`src/rtl/prog_seq.sv`:
```
// Program sequencer: increment / conditional jump / call / return with a hardware return stack.
// Optional halt support is enabled by defining PROG_SEQ_HALT_EN.
module prog_seq #(
  parameter int unsigned         ADDR_W      = 8,
  parameter int unsigned         STACK_DEPTH = 4,
  parameter logic [ADDR_W-1:0]   RESET_VEC   = '0
) (
  input  logic                               clk,
  input  logic                               rst,
  input  logic                               stall,
  input  logic                               is_jump,
  input  logic [2:0]                         jump_cond,
  input  logic                               is_call,
  input  logic                               is_ret,
  input  logic [ADDR_W-1:0]                  target,
  input  logic                               flag_z,
  input  logic                               flag_s,
  input  logic                               flag_o,
`ifdef PROG_SEQ_HALT_EN
  input  logic                               is_halt,
  output logic                               halted,
`endif
  output logic [ADDR_W-1:0]                  addr,
  output logic [$clog2(STACK_DEPTH):0]       depth,
  output logic                               stk_full,
  output logic                               stk_empty,
  output logic                               err_ovf,
  output logic                               err_unf
);

  localparam int unsigned SW = $clog2(STACK_DEPTH);
  localparam int unsigned DW = SW + 1;

  logic [ADDR_W-1:0] addr_q, addr_d;
  logic [DW-1:0]     depth_q, depth_d;
  logic              ovf_q, ovf_d;
  logic              unf_q, unf_d;
  logic [ADDR_W-1:0] stack_q [STACK_DEPTH];

  logic [ADDR_W-1:0] seq;
  logic              cond_ok;
  logic              run;
  logic              push;
  logic [SW-1:0]     push_idx;
  logic [SW-1:0]     top_idx;
  logic              full;
  logic              empty;

  assign seq      = addr_q + ADDR_W'(1);
  assign full     = (depth_q == DW'(STACK_DEPTH));
  assign empty    = (depth_q == '0);
  assign push_idx = SW'(depth_q);
  assign top_idx  = SW'(depth_q - DW'(1));

`ifdef PROG_SEQ_HALT_EN
  logic halted_q, halted_d;

  // A sampled halt freezes everything, including this cycle's addr.
  always_comb begin
    halted_d = halted_q;
    run      = 1'b0;
    if (!stall && !halted_q) begin
      if (is_halt) halted_d = 1'b1;
      else         run      = 1'b1;
    end
  end

  always_ff @(posedge clk) begin
    if (rst) halted_q <= 1'b0;
    else     halted_q <= halted_d;
  end

  assign halted = halted_q;
`else
  assign run = !stall;
`endif

  always_comb begin
    cond_ok = 1'b0;
    case (jump_cond)
      3'd0:    cond_ok = 1'b1;
      3'd1:    cond_ok = flag_z;
      3'd2:    cond_ok = !flag_z;
      3'd3:    cond_ok = flag_s;
      3'd4:    cond_ok = !flag_s;
      3'd5:    cond_ok = flag_o;
      3'd6:    cond_ok = !flag_o;
      default: cond_ok = 1'b0;
    endcase
  end

  always_comb begin
    addr_d  = addr_q;
    depth_d = depth_q;
    ovf_d   = ovf_q;
    unf_d   = unf_q;
    push    = 1'b0;
    if (run) begin
      if (is_ret) begin
        if (!empty) begin
          addr_d  = stack_q[top_idx];
          depth_d = depth_q - DW'(1);
        end else begin
          addr_d = seq;
          unf_d  = 1'b1;
        end
      end else if (is_call) begin
        if (!full) begin
          push    = 1'b1;
          addr_d  = target;
          depth_d = depth_q + DW'(1);
        end else begin
          addr_d = seq;
          ovf_d  = 1'b1;
        end
      end else if (is_jump) begin
        addr_d = cond_ok ? target : seq;
      end else begin
        addr_d = seq;
      end
    end
  end

  always_ff @(posedge clk) begin
    if (rst) begin
      addr_q  <= RESET_VEC;
      depth_q <= '0;
      ovf_q   <= 1'b0;
      unf_q   <= 1'b0;
    end else begin
      addr_q  <= addr_d;
      depth_q <= depth_d;
      ovf_q   <= ovf_d;
      unf_q   <= unf_d;
    end
  end

  // Stack storage needs no reset: entries at or above depth are never read.
  always_ff @(posedge clk) begin
    if (!rst && push) stack_q[push_idx] <= seq;
  end

  assign addr      = addr_q;
  assign depth     = depth_q;
  assign stk_full  = full;
  assign stk_empty = empty;
  assign err_ovf   = ovf_q;
  assign err_unf   = unf_q;

endmodule

```
`config.mk`:
```
export PLATFORM = sky130hd
export DESIGN_NAME = prog_seq
export DESIGN_NICKNAME = d
export VERILOG_FILES = /design/src/rtl/prog_seq.sv
export SDC_FILE = /design/constraint.sdc
export NUM_CORES = 1
export LEC_CHECK = 0
export ABC_CLOCK_PERIOD_IN_PS = 2850
export BUFFER_PORTS_ARGS = -buffer_cell sky130_fd_sc_hd__buf_2
export CORE_ASPECT_RATIO = 0.75
export CORE_UTILIZATION = 56
export DETAILED_ROUTE_END_ITERATION = 7
export PLACE_DENSITY = 0.9
export SLEW_MARGIN = 20
export SYNTH_ARGS = -nofsm -noshare
export SYNTH_HDL_FRONTEND = slang
export SYNTH_SLANG_ARGS = --single-unit
```
`constraint.sdc`:
```
create_clock -name clk -period 2.85 [get_ports clk]
set_input_delay 0.57 -clock clk [delete_from_list [all_inputs] [get_ports clk]]
set_output_delay 0.57 -clock clk [all_outputs]
set_load 0.02 [all_outputs]
```
==> impl_metrics.yaml <==
setup_path:
  rr_endpoint: "addr[0]$_SDFFE_PP0N_"
  startpoint_type: "flop"
  crit_arrival_ns: 1.72
  path_max_fanout: 10
  crit_start: "depth[1]$_SDFFE_PP0P_"
  timing.rr.start: "depth[1]$_SDFFE_PP0P_"
  worst_setup_path_end_kind: "output pin"
  r2r_slack_ns: 0.66
  worst_r2r_path_depth: 6
  critPathRequiredTime_ns: 2.28
  crit_end: "stk_empty"
  crit_type: "flop to output pin"
global_routing:
  grt.busiest_layer: "met1"
  grtUsageMet1_pct: 36.61
  antenna_found_initial: 0
  grtUsageTotal_pct: 24.57
  grt_max_degree: 20
  grt_util_met2_pct: 35.14
  globalRouteOverflowTotal: 0
  grtUsageMet3_pct: 6.463
  grt_pass1_wl_mm: 7.327
  grt_pass1_vias: 1449
power:
  static-leakage-power_nw: 0.9735
  power.ir.vdd_worst_v: 0.0004966
  pwr_density_cell_nw_per_um2: 632.1
yosys:
  synthFlopType: "edfxtp_1"
  syn_area_um2: 2248
  syn_inst: 177
  yosys_warnings: 0
  synth_area_per_cell_um2: 12.70
  async_flop_share_pct: 0
  synthTopCellsByArea: "edfxtp_1, dfxtp_1, mux4_2"
  synth_top_area_share_pct: 42.74
  synth_seq_cells: 45
  yosysSeqAreaShare_pct: 54.31
  synth_nets: 203
  synth_edf_count: 32
  synth_area_leader_cell: "edfxtp_1"
  ys_types: 47
sta:
  rsz0062_at_grt: "false"
  maxSlewViolCount: 0
  worstMarginPinSlew_ns: 0.8398
  slew_headroom_pct: 43.58
  fin_crit_ns: 2.292
  finalClockSkew_ns: 0.007252
  hold_viol_final: 0
  fin_tns_setup_ns: 0
  setup_viol: 0
  fmaxAchievable_mhz: 436.3
  timing.final.crit_share_pct: 80.41
cells_and_area:
  finalCoreUtilization_pct: 68.29
  layout-drive-gt1-share_pct: 28.17
  area_growth_syn_to_layout_pct: 14.08
  fin_nets: 238
  n_antenna_cell: 0
  fin_cells: 265
  fillerInstances: 299
floorplanning:
  die_w_um: 75.17
  num_io_pins: 35
  rows: 19
  dieArea_um2: 4275
  fp.dieH_um: 56.88
  initial_core_util_pct: 59.86
  coreArea_um2: 3756
routing:
  num_vias: 1656
  routed_wl_mm: 4.855
  drtIter0Drc: 181
  drtPass1Iterations: 5
  detail-route-antenna-nets: 0
  routedWlPerCell_um: 18.32
  viasPerCell: 6.249
  drc: 0
cts:
  root_buffer: "clkbuf_8"
  clkLatencyLatePin_ns: 0.30
  cts_buffer_depth: 2
  cts.sink_count: 45
  clkSlewWorstSetupHoldPaths_ns: 0.09
  postCtsHoldBufs: 0
  cts_tree: "done"
  cts_htree_levels: 2
  post_cts_buffers: 0
  post_cts_resized: 0
  cts_inserted_buffers: 5
worst_hold_path:
  worst_hold_path_type: "flop to flop"
  hold_path_depth: 2
outcome:
  outcome: "finished, final reports clean"
placement:
  dp_hpwl_mm: 3.489
  dp_cells: 257
  routabilityCongestion: 0.8341
  port_buffers: 34
flow_run:
  drv_cap: 0
-- flip-flops by register name, summed over array words and instances, names as in the netlist --
name,count
stack_q,32
addr,8
depth,3
err_ovf,1
err_unf,1
-- critical path, cell delays in order, from the launching register on --
cell and delay, ns:
dfxtp_1 0.42, inv_1 0.11, ha_1 0.24, nand2b_1 0.32, inv_2 0.15, buf_2 0.19
-- where the power goes --
part | internal (mW) | switching (mW) | leakage [nW]
combinational | 0.140 | 0.212 | 0.514
sequential | 0.740 | 0.0299 | 0.400
clock | 0.268 | 0.233 | 0.0591
total | 1.15 | 0.474 | 0.974
-- worst min-delay path by stage --
stage,from,endpoint,slack [ns]
2_1_floorplan,err_unf$_SDFFE_PP0P_,err_unf$_SDFFE_PP0P_,0.55
6_report,err_unf$_SDFFE_PP0P_,err_unf$_SDFFE_PP0P_,0.48
4_1_cts,err_unf$_SDFFE_PP0P_,err_unf$_SDFFE_PP0P_,0.48
3_3_place_gp,err_unf$_SDFFE_PP0P_,err_unf$_SDFFE_PP0P_,0.44
5_1_grt,target[4],addr[4]$_SDFFE_PP0N_,0.48
3_5_place_dp,err_unf$_SDFFE_PP0P_,err_unf$_SDFFE_PP0P_,0.46
-- final cells by class --
cell class | count | area, µm² | share of cell area (%)
clock buffer | 5 | 68.82 | 2.683
clock inverter | 3 | 47.55 | 1.854
inverter | 6 | 22.52 | 0.8780
multi-input combinational | 118 | 954.7 | 37.22
sequential | 45 | 1221 | 47.61
tap | 52 | 65.06 | 2.537
timing repair buffer | 36 | 185.2 | 7.220
-- cell usage in the layout, fill, tap and decap left out, types with 3 or more instances in the layout --
cell	netlist	final
nor3_1	6	6
inv_1	5	5
mux4_2	8	8
xnor2_1	6	6
a31oi_1	5	5
nand3_1	6	6
a21oi_1	5	5
a221o_1	5	5
a2111oi_0	3	3
clkbuf_8	0	5
buf_2	3	34
and3_1	7	7
xor2_1	3	3
dfxtp_1	13	13
mux2i_1	3	3
ha_1	6	6
nand2_1	5	5
nor2_1	17	17
edfxtp_1	32	32
-- cell usage after synthesis, types with 5 or more instances --
master	count
a21oi_1	5
a221o_1	5
a31oi_1	5
and3_1	7
dfxtp_1	13
edfxtp_1	32
ha_1	6
inv_1	5
mux4_2	8
nand2_1	5
nand3_1	6
nor2_1	17
nor3_1	6
xnor2_1	6
-- metal layers --
metal / wire (µm) / part of all wire, %
met5: 0 / 0
met4: 62 / 1.3
met3: 422 / 8.7
met2: 2113 / 44
met1: 2257 / 46
-- per-stage QoR --
stage / power [mW] / instance area (µm²) / hold WS (ns) / worst slack [ns]
floorplan: 1.030 / 2248 / 0.5549 / 0.5860
global placement: 1.124 / 2449 / 0.4442 / 0.6915
detailed placement: 1.132 / 2449 / 0.4581 / 0.5536
CTS: 1.626 / 2565 / 0.4805 / 0.5571
global route: 1.687 / 2565 / 0.4761 / 0.4261
finish: 1.621 / 2565 / 0.4784 / 0.5582
-- cells by family (layout without fill, tap and decap cells) --
group	count (synthesis)	after routing	share of synthesized area, %
buffers and inverters	14	50	3.227
AOI/OAI and AO/OA	31	31	10.96
adders and majority gates	6	6	3.339
and+or+nand+nor	61	61	15.30
xor gates and xnor gates	9	9	3.506
muxes	11	11	9.349
DFF	45	45	54.31
Power figures use the tool's default switching activity.
